### config.mk
export PLATFORM = sky130hd
export DESIGN_NAME = display_scanner
export DESIGN_NICKNAME = d
export VERILOG_FILES = /design/src/rtl/display_scanner.sv
export SDC_FILE = /design/constraint.sdc
export NUM_CORES = 1
export LEC_CHECK = 0
export CORE_ASPECT_RATIO = 0.7
export CORE_MARGIN = 2
export CORE_UTILIZATION = 50
export DETAILED_ROUTE_END_ITERATION = 10
export PLACE_DENSITY = 0.83
export REMOVE_ABC_BUFFERS = 1
export SLEW_MARGIN = 20
export SYNTH_ARGS = -nofsm -noshare
export SYNTH_HDL_FRONTEND = slang
export SYNTH_SLANG_ARGS = --single-unit
export TNS_END_PERCENT = 1
### constraint.sdc
create_clock -name clk -period 2.43 [get_ports clk]
set_input_delay 0.243 -clock clk [delete_from_list [all_inputs] [get_ports clk]]
set_output_delay 0.243 -clock clk [all_outputs]
set_load 0.01 [all_outputs]
### src/rtl/display_scanner.sv
// display_scanner
// Time-multiplexed scanner for a four-digit seven-segment display.
// Each digit slot lasts DIV clock cycles. The first GUARD cycles of a slot
// are forced dark so the previous digit cannot ghost onto the next anode.
// Values are displayed from a shadow register. A load made mid-frame is
// parked in a pending register and committed at the next frame boundary.
//
// Ports
//   clk         system clock, rising edge
//   reset       synchronous, active-high
//   enable      1 = scan, 0 = dark and idle
//   value_in    four hex digits, [3:0] = digit 0 (rightmost)
//   load        one-cycle strobe that captures value_in
//   digit_en    per-digit enable mask
//   lz_en       leading-zero suppression
//   rank        index of the driven digit (registered)
//   blank       0 = selected digit lit, 1 = dark (registered)
//   digit_data  nibble for the selected digit (registered)
//   frame_done  one-cycle pulse after the digit 3 slot ends
//   pending     a loaded value is waiting for the frame boundary
//
// state  | meaning
// IDLE   | scanner stopped, display dark
// GUARD  | start of a slot, anode blanked
// SHOW   | rest of the slot, digit lit unless masked or suppressed
module display_scanner #(
  parameter int DIV   = 50000,
  parameter int GUARD = 500
) (
  input  logic        clk,
  input  logic        reset,
  input  logic        enable,
  input  logic [15:0] value_in,
  input  logic        load,
  input  logic [3:0]  digit_en,
  input  logic        lz_en,
  output logic [1:0]  rank,
  output logic        blank,
  output logic [3:0]  digit_data,
  output logic        frame_done,
  output logic        pending
);

  typedef enum logic [1:0] {ST_IDLE, ST_GUARD, ST_SHOW} state_t;

  localparam logic [15:0] CNT_LAST  = 16'(DIV - 1);
  localparam logic [15:0] GUARD_LEN = 16'(GUARD);

  state_t      state, state_n;
  logic [15:0] slot_cnt, slot_cnt_n;
  logic [1:0]  rank_n;
  logic [15:0] shadow, shadow_n;
  logic [15:0] pend_reg, pend_reg_n;
  logic        pending_n;
  logic        slot_dark, slot_dark_n;
  logic [3:0]  data_n;
  logic        blank_n;
  logic        frame_done_n;

  logic        slot_end;
  logic        boundary;
  logic        slot_start;
  logic        sup;
  logic [3:0]  nib;

  always_ff @(posedge clk) begin
    if (reset) begin
      state      <= ST_IDLE;
      slot_cnt   <= '0;
      rank       <= '0;
      shadow     <= '0;
      pend_reg   <= '0;
      pending    <= 1'b0;
      slot_dark  <= 1'b1;
      digit_data <= '0;
      blank      <= 1'b1;
      frame_done <= 1'b0;
    end else begin
      state      <= state_n;
      slot_cnt   <= slot_cnt_n;
      rank       <= rank_n;
      shadow     <= shadow_n;
      pend_reg   <= pend_reg_n;
      pending    <= pending_n;
      slot_dark  <= slot_dark_n;
      digit_data <= data_n;
      blank      <= blank_n;
      frame_done <= frame_done_n;
    end
  end

  always_comb begin
    state_n      = state;
    slot_cnt_n   = slot_cnt;
    rank_n       = rank;
    shadow_n     = shadow;
    pend_reg_n   = pend_reg;
    pending_n    = pending;
    slot_dark_n  = slot_dark;
    data_n       = digit_data;
    blank_n      = 1'b1;
    frame_done_n = 1'b0;
    sup          = 1'b0;
    nib          = 4'h0;

    slot_end   = (state != ST_IDLE) && (slot_cnt == CNT_LAST);
    boundary   = slot_end && (rank == 2'd3);
    slot_start = enable && ((state == ST_IDLE) || slot_end);

    // sequencing
    if (!enable) begin
      state_n    = ST_IDLE;
      slot_cnt_n = '0;
      rank_n     = '0;
    end else if (state == ST_IDLE) begin
      state_n    = ST_GUARD;
      slot_cnt_n = '0;
      rank_n     = '0;
    end else if (slot_end) begin
      state_n    = ST_GUARD;
      slot_cnt_n = '0;
      rank_n     = rank + 2'd1;
    end else begin
      slot_cnt_n = slot_cnt + 16'd1;
      state_n    = (slot_cnt_n >= GUARD_LEN) ? ST_SHOW : ST_GUARD;
    end

    // a load at the boundary supersedes any parked value
    if (state == ST_IDLE) begin
      if (load) begin
        shadow_n  = value_in;
        pending_n = 1'b0;
      end
    end else if (boundary) begin
      if (load) begin
        shadow_n  = value_in;
        pending_n = 1'b0;
      end else if (pending) begin
        shadow_n  = pend_reg;
        pending_n = 1'b0;
      end
    end else if (load) begin
      pend_reg_n = value_in;
      pending_n  = 1'b1;
    end

    // digit selection and suppression are frozen for the whole slot
    case (rank_n)
      2'd0: begin nib = shadow_n[3:0];   sup = 1'b0; end
      2'd1: begin nib = shadow_n[7:4];   sup = (shadow_n[15:4]  == 12'h000); end
      2'd2: begin nib = shadow_n[11:8];  sup = (shadow_n[15:8]  == 8'h00); end
      default: begin nib = shadow_n[15:12]; sup = (shadow_n[15:12] == 4'h0); end
    endcase

    if (slot_start) begin
      data_n      = nib;
      slot_dark_n = !digit_en[rank_n] || (lz_en && sup);
    end

    blank_n      = (state_n != ST_SHOW) || slot_dark_n;
    frame_done_n = boundary && enable;
  end

endmodule

Word-level counts from Yosys, hierarchy flattened:

Index checks and enable logic that the tools add are counted.

* equality and inequality tests: 6
* add/subtract/negate cells: 2
* reduce and logical (&&, ||, !) cells: 19
* magnitude comparators: 2
* muxes and demuxes: 21
* bitwise gates (word level): 3

Operators by type and width (number)
* $mux W16: 5
* $add A16 B1 Y16 const B: 1
* $eq A16 B16 Y1 const B: 1
* $ge A16 B9 Y1 const B: 1
* $mux W2: 7
* $logic_not A12 Y1: 1
* $pmux W4 S3: 1
* $logic_not A8 Y1: 1
* $mux W1: 6
* $logic_and A1 B1 Y1: 5
* $eq A2 B2 Y1 const B: 2
* $logic_not A2 Y1: 2
* $logic_not A4 Y1: 1
* $ne A2 B2 Y1 const B: 2
* $reduce_bool A2 Y1: 2
* $reduce_or A4 Y1: 1
* $logic_or A1 B1 Y1: 3
* $lt A2 B3 Y1 const B: 1
* $not A1 Y1: 3
* $pmux W1 S3: 1
* $reduce_and A3 Y1: 1
* $add A2 B1 Y2 const B: 1
* $bmux W1 S2: 1
* $eq A2 B1 Y1 const B: 1
* 2 further kinds: 2

* output and inout bits: 9
* register bits: 60
* input port bits: 25
* word-level logic and storage cells: 63

Depth between registers and ports, before layout:

* word-level depth: 11
* depth in mapped cells: 11
* mapped depth without buffers: 8

Worst setup path after synthesis:

OpenSTA, ideal clock, no wires.

* kind: reg-to-reg
* start point: register slot_cnt[0]
* end point: register digit_data[0]
* arrival time: 2203 ps
* library setup time: 134 ps
* buffers on the path: 2
* setup slack: 93 ps
* required time: 2296 ps
* stages on the path, launching flop included: 11
* clock period less this slack: 2337 ps
* cell sequence: dfxtp_1 -> ha_1 -> buf_2 -> and4_1 -> nand4_2 -> buf_6 -> nor2_2 -> mux2_2 -> o211a_1 -> o21ai_0 -> a31oi_1

* longest elaborated chain between the ends: 7
* elaborated cells between the ends (all ways): 14
* classes of those cells: 3 x eq/ne; 6 x mux; 5 x reduce/logical

Ends and longest elaborated chain
* start, declared: line 50 `logic [15:0] slot_cnt, slot_cnt_n;`
* start signal, assigned: line 80 `slot_cnt <= slot_cnt_n;`
* $eq A16 B16 Y1 (*): line 106 `slot_end = (state != ST_IDLE) && (slot_cnt == CNT_LAST);`
* $logic_and A1 B1 Y1 (*): line 106
* $mux W2: line 119 `end else if (slot_end) begin`
* $mux W2: line 115 `end else if (state == ST_IDLE) begin`
* $mux W2: line 111 `if (!enable) begin`
* $eq A2 B2 Y1 (tied with other cells): line 148 `case (rank_n)`
* $pmux W4 S3: line 148
* end signal, assigned: line 86 `digit_data <= data_n;`
* end, declared: line 39 `output logic [3:0] digit_data,`

Every way passes the cells marked *; elsewhere a longest branch is shown, timed or not.
A chain may end at the register's enable or synchronous reset.

Worst setup path in the final report:

* start point: register slot_cnt[13]
* end point: register slot_dark

* longest elaborated chain between the ends: 10
* elaborated cells between the ends (all ways): 23
* classes of those cells: 3 x eq/ne; 9 x mux; 11 x reduce/logical

Ends and longest elaborated chain
* $eq A16 B16 Y1 (*): line 106
* $logic_and A1 B1 Y1 (*): line 106
* $logic_and A1 B1 Y1 / $mux W2 (equally long branches): line 107, 119
* $mux W16 / $mux W2 (equally long branches): line 134, 115
* $mux W16 / $mux W2 (equally long branches): line 129, 111
* $logic_not A12 Y1 (tied with other cells): line 150 `2'd1: begin nib = shadow_n[7:4]; sup = (shadow_n[15:4] == 12'h000); end`
* $pmux W1 S3 / $mux W1 (equally long branches): line 148, 157
* $logic_and A1 B1 Y1 / $logic_not A1 Y1 (equally long branches): line 157 `slot_dark_n = !digit_en[rank_n] || (lz_en && sup);`
* $logic_or A1 B1 Y1: line 157
* $mux W1 (*): line 155 `if (slot_start) begin`
* end signal, assigned: line 85 `slot_dark <= slot_dark_n;`
* end, declared: line 55 `logic slot_dark, slot_dark_n;`

Every way passes the cells marked *; elsewhere a longest branch is shown, timed or not. The select of a mux whose other input is x is not followed.

==> impl_summary.log <==
[metrics] status: completed
[metrics] layout filler cell count: about 480
[metrics] count of buffers inserted at the top-level ports: 33
[metrics] DRC marker count from the first detailed-route iteration: 290
[metrics] Sequential Power Share: between 40% and 50%
[metrics] share of cells above drive strength 1: 20.28%
[metrics] Total Die Area: just under 7000 um2
[metrics] final setup violation count: 0
[metrics] start of the worst register-to-register path: slot_cnt[13]
[metrics] Critical-path top delay cell: sky130_fd_sc_hd__or4_1
[metrics] setup clock skew after layout: 13.13 ps
[metrics] total global routing overflow: 0
[metrics] Worst Tran Pin Value: 608.7 ps
[metrics] Antenna Nets Post-Route: 0
[metrics] Routed Wire Length: roughly 8400 um
[metrics] area taken by multi-input logic gates: between 1500 and 2000 um2
[metrics] Seq/Total Area, Yosys: 38.26%
[metrics] I/O pin count: 34
[metrics] sequential cell area: 1204 um2
[metrics] critical path, cell by cell: nor4b_4 -> nand4_4 -> buf_12 -> or4_1 -> o31ai_1 -> or2_2 -> a41oi_2 -> o311ai_2
[metrics] unrepaired setup endpoints after global routing: true
[metrics] data required time of the critical path: approximately 2700 ps
[metrics] library cell occupying the most area in the post-synthesis netlist: sky130_fd_sc_hd__dfxtp_1
[metrics] Gate Count Post-Synth: ~370
[metrics] Placed Instances: 487
[metrics] depth of the CTS H-tree: 3
[metrics] setup slack on the worst flop-to-flop path: approximately 66 ps
[metrics] Die Height: between 70 and 80 um
[metrics] distinct cell type count of the synthesized netlist: between 60 and 70
[metrics] primary flip-flop cell chosen by synthesis mapping: sky130_fd_sc_hd__dfxtp_1
[metrics] leading cell type in the layout, fill and taps excluded: sky130_fd_sc_hd__dfxtp_1
[metrics] TritonCTS clock tree: done
[metrics] Mean Syn Cell Area: between 8 and 9 um2
[metrics] share of power burned in the clock network: around 40%
[metrics] Worst Hold Slack: roughly 460 ps
[metrics] commonest non-fill, non-tap cells in the layout: sky130_fd_sc_hd__dfxtp_1 (58), sky130_fd_sc_hd__nor2_1 (45), sky130_fd_sc_hd__buf_4 (35)
[metrics] area growth from synthesis to layout: 27.90%
[metrics] delay of the slowest cell on the worst path: ~460 ps
[metrics] FF-to-FF path depth: 8
[metrics] terminus of the critical flop-to-flop path: slot_dark
[metrics] clock tree root buffer cell: sky130_fd_sc_hd__clkbuf_8
[metrics] global placement routability congestion: between 0.9 and 1
[metrics] total internal power: around 1600 uW
[metrics] Max Transition Viols Final: 0
[metrics] fraction of synthesized cell area taken by the top area cell type: 38.26%
[metrics] final worst path period share: a little over nine tenths
[metrics] Vias/cell: 6.008
[metrics] timing endpoint of the critical path: slot_dark
[metrics] initial antenna violation count: 0
[metrics] number of detailed-routing iterations run before antenna repair: 5
[metrics] worst setup path category: reg -> reg
[metrics] combinational share of power: ~13%
[metrics] vias in the first global route: between 2000 and 3000
[metrics] total via count after detailed routing: 3046
[metrics] final non-filler cell total: just over 500
[metrics] Post-DP HPWL: between 5000 and 6000 um
[metrics] path class of the lowest-slack min-delay path: reg -> reg
[metrics] Rel. slew slack: about three fifths
[metrics] core outline area: 6156 um2
[metrics] wire length of the first global-routing pass: ~13000 um
[metrics] peak supply drop: approximately 0.35 mV
[metrics] power density over the cells: around 540 nW/um2
[metrics] Final nets: roughly 450
[metrics] total track usage: between 20% and 30%
[metrics] number of hold violations in the final report: 0
[metrics] clock period minus final worst setup slack: around 2400 ps
[metrics] worst path arrival time: around 2600 ps
[metrics] maximum clock rate: roughly 420 MHz
[metrics] Clock Pin Slew Worst Setup and Hold Paths: around 60 ps
[metrics] clock buffer depth: 2
[metrics] detailed-route wire length per cell: roughly 17 um
[metrics] synthesized area: 3139 um2
[metrics] switching power total: around 550 uW
[metrics] post-route DRC violation count: 0
[metrics] ANT cells: 0
[metrics] ys async rst share: 0%
[metrics] overall power: about 2200 uW
[metrics] synth top area cells: sky130_fd_sc_hd__dfxtp_1 (38%), sky130_fd_sc_hd__nor2_1 (5.4%), sky130_fd_sc_hd__xnor2_1 (3.6%)
[metrics] CP startpoint kind: flip-flop
[metrics] clock net sink count: 60
[metrics] number of buffers inserted during clock tree synthesis: 9
[metrics] overall die width: roughly 99 um
[metrics] site row count: 24
[metrics] Synthesis Warnings: 0
[metrics] Sw Share: approximately a quarter
[metrics] maximum fanout along the worst path: 10
[metrics] leakage dissipation: roughly 0.0015 uW
[metrics] launching instance or port of the critical path: slot_cnt[13]
[metrics] initial cell density of the core: 51.00%
[metrics] share of the core filled with cells in the final layout: 65.22%
[metrics] Post-synth EDFFs: 0
[metrics] Worst Setup End Kind: flip-flop
[metrics] maximum number of pins on one net before global-route repair: 34
[metrics] number of register bits inferred by synthesis: 60
[metrics] count of max-cap constraint violations: 0
[metrics] insertion delay of the later-clocked pin in the worst-skew pair: between 300 and 400 ps
-- stage by stage --
stage                     setup slack (ps)  cell area (um2)  TNS [ps]
final                                66.09             4015         0
after global routing                -77.33             4015    -122.9
after CTS                            4.815             3891         0
after detailed placement            -22.27             3704    -22.27
after global placement               55.74             3704         0
after floorplan                     -91.21             3015    -120.2
-- per-layer routing --
metal	part of all wire (%)	global-route usage (%)	vias to the layer above
met5	0	0	-
met4	1.5	7.306	0
met3	9.0	5.906	11
met2	45	35.90	152
met1	45	34.12	1424
li1	-	-	1459
-- power groups by stage --
stage | registers, uW | clock network [uW] | logic [uW]
after detailed placement | 1060 | 0 | 255
after floorplan | 1060 | 0 | 128
after CTS | 1040 | 867 | 257
after global placement | 1060 | 0 | 249
after global routing | 1040 | 910 | 297
final | 1040 | 860 | 275
-- cell type report --
cell class,instances,area share [%]
Tap cell,78,2.431
Timing Repair Buffer,71,16.17
Clock inverter,1,0.1246
Sequential cell,60,29.98
Multi-Input combinational cell,277,46.18
Clock buffer,14,4.550
Inverter,6,0.5609
-- synthesized netlist by cell type (2+ instances only) --
cell	count
sky130_fd_sc_hd__and4bb_2	2
sky130_fd_sc_hd__xor2_1	5
sky130_fd_sc_hd__buf_6	2
sky130_fd_sc_hd__o21ai_0	19
sky130_fd_sc_hd__nand2b_1	5
sky130_fd_sc_hd__xnor2_1	13
sky130_fd_sc_hd__nor2b_1	3
sky130_fd_sc_hd__o22a_1	2
sky130_fd_sc_hd__nor2_1	45
sky130_fd_sc_hd__buf_1	2
sky130_fd_sc_hd__or4_1	5
sky130_fd_sc_hd__nand3_1	21
sky130_fd_sc_hd__nor4_1	3
sky130_fd_sc_hd__o22ai_1	7
sky130_fd_sc_hd__mux2i_1	11
sky130_fd_sc_hd__clkbuf_1	13
sky130_fd_sc_hd__nand2_1	30
sky130_fd_sc_hd__inv_1	5
sky130_fd_sc_hd__nor3b_1	2
sky130_fd_sc_hd__and4_1	2
sky130_fd_sc_hd__nand4_1	3
sky130_fd_sc_hd__and3_1	7
sky130_fd_sc_hd__o31ai_1	5
sky130_fd_sc_hd__o2111ai_1	2
sky130_fd_sc_hd__o211a_1	5
sky130_fd_sc_hd__nor3_1	8
sky130_fd_sc_hd__or2_2	5
sky130_fd_sc_hd__o21a_1	2
sky130_fd_sc_hd__or3_1	4
sky130_fd_sc_hd__ha_1	3
sky130_fd_sc_hd__a311oi_1	7
sky130_fd_sc_hd__o21bai_1	2
sky130_fd_sc_hd__o32a_1	4
sky130_fd_sc_hd__a31oi_1	3
sky130_fd_sc_hd__a21oi_1	17
sky130_fd_sc_hd__buf_2	8
sky130_fd_sc_hd__dfxtp_1	60
-- worst max-delay path, delay by kind of cell, from the launching register on --
family	cells	cell delay (ps)
AND/OR/NAND/NOR	4	1250
AO/OA/AOI/OAI	3	510
flip-flops	1	330
buffers and inverters	1	180
-- timing repair --
| action | CTS | global route |
|---|---|---|
| setup buffers | 0 | 4 |
| endpoints found under the setup margin | 1 | 8 |
| gates resized for setup | 1 | 18 |
| hold buffers | 0 | 0 |
| hold endpoints to repair | 0 | 0 |
| cloned | 0 | 1 |
| pin swaps | 0 | 10 |
-- worst min path at each step --
stage	endpoint	cells after the start	slack [ps]	startpoint
after global routing	pend_reg[8]	2	480	pend_reg[8]
after global placement	pend_reg[8]	2	450	pend_reg[8]
after floorplan	pend_reg[0]	1	310	reset
final	pend_reg[0]	2	460	pend_reg[0]
after detailed placement	pend_reg[0]	2	450	pend_reg[0]
after CTS	pend_reg[0]	2	460	pend_reg[0]
-- cells by family after synthesis --
group / Yosys count / synth area share [%]
xor+xnor: 18 / 5.022
compound gates: 89 / 20.61
fa+ha+maj: 3 / 1.196
buf+inv: 32 / 4.663
mux: 12 / 3.866
simple gates: 155 / 26.39
flops: 60 / 38.26
No activity file was read; power rests on OpenSTA's default activity.
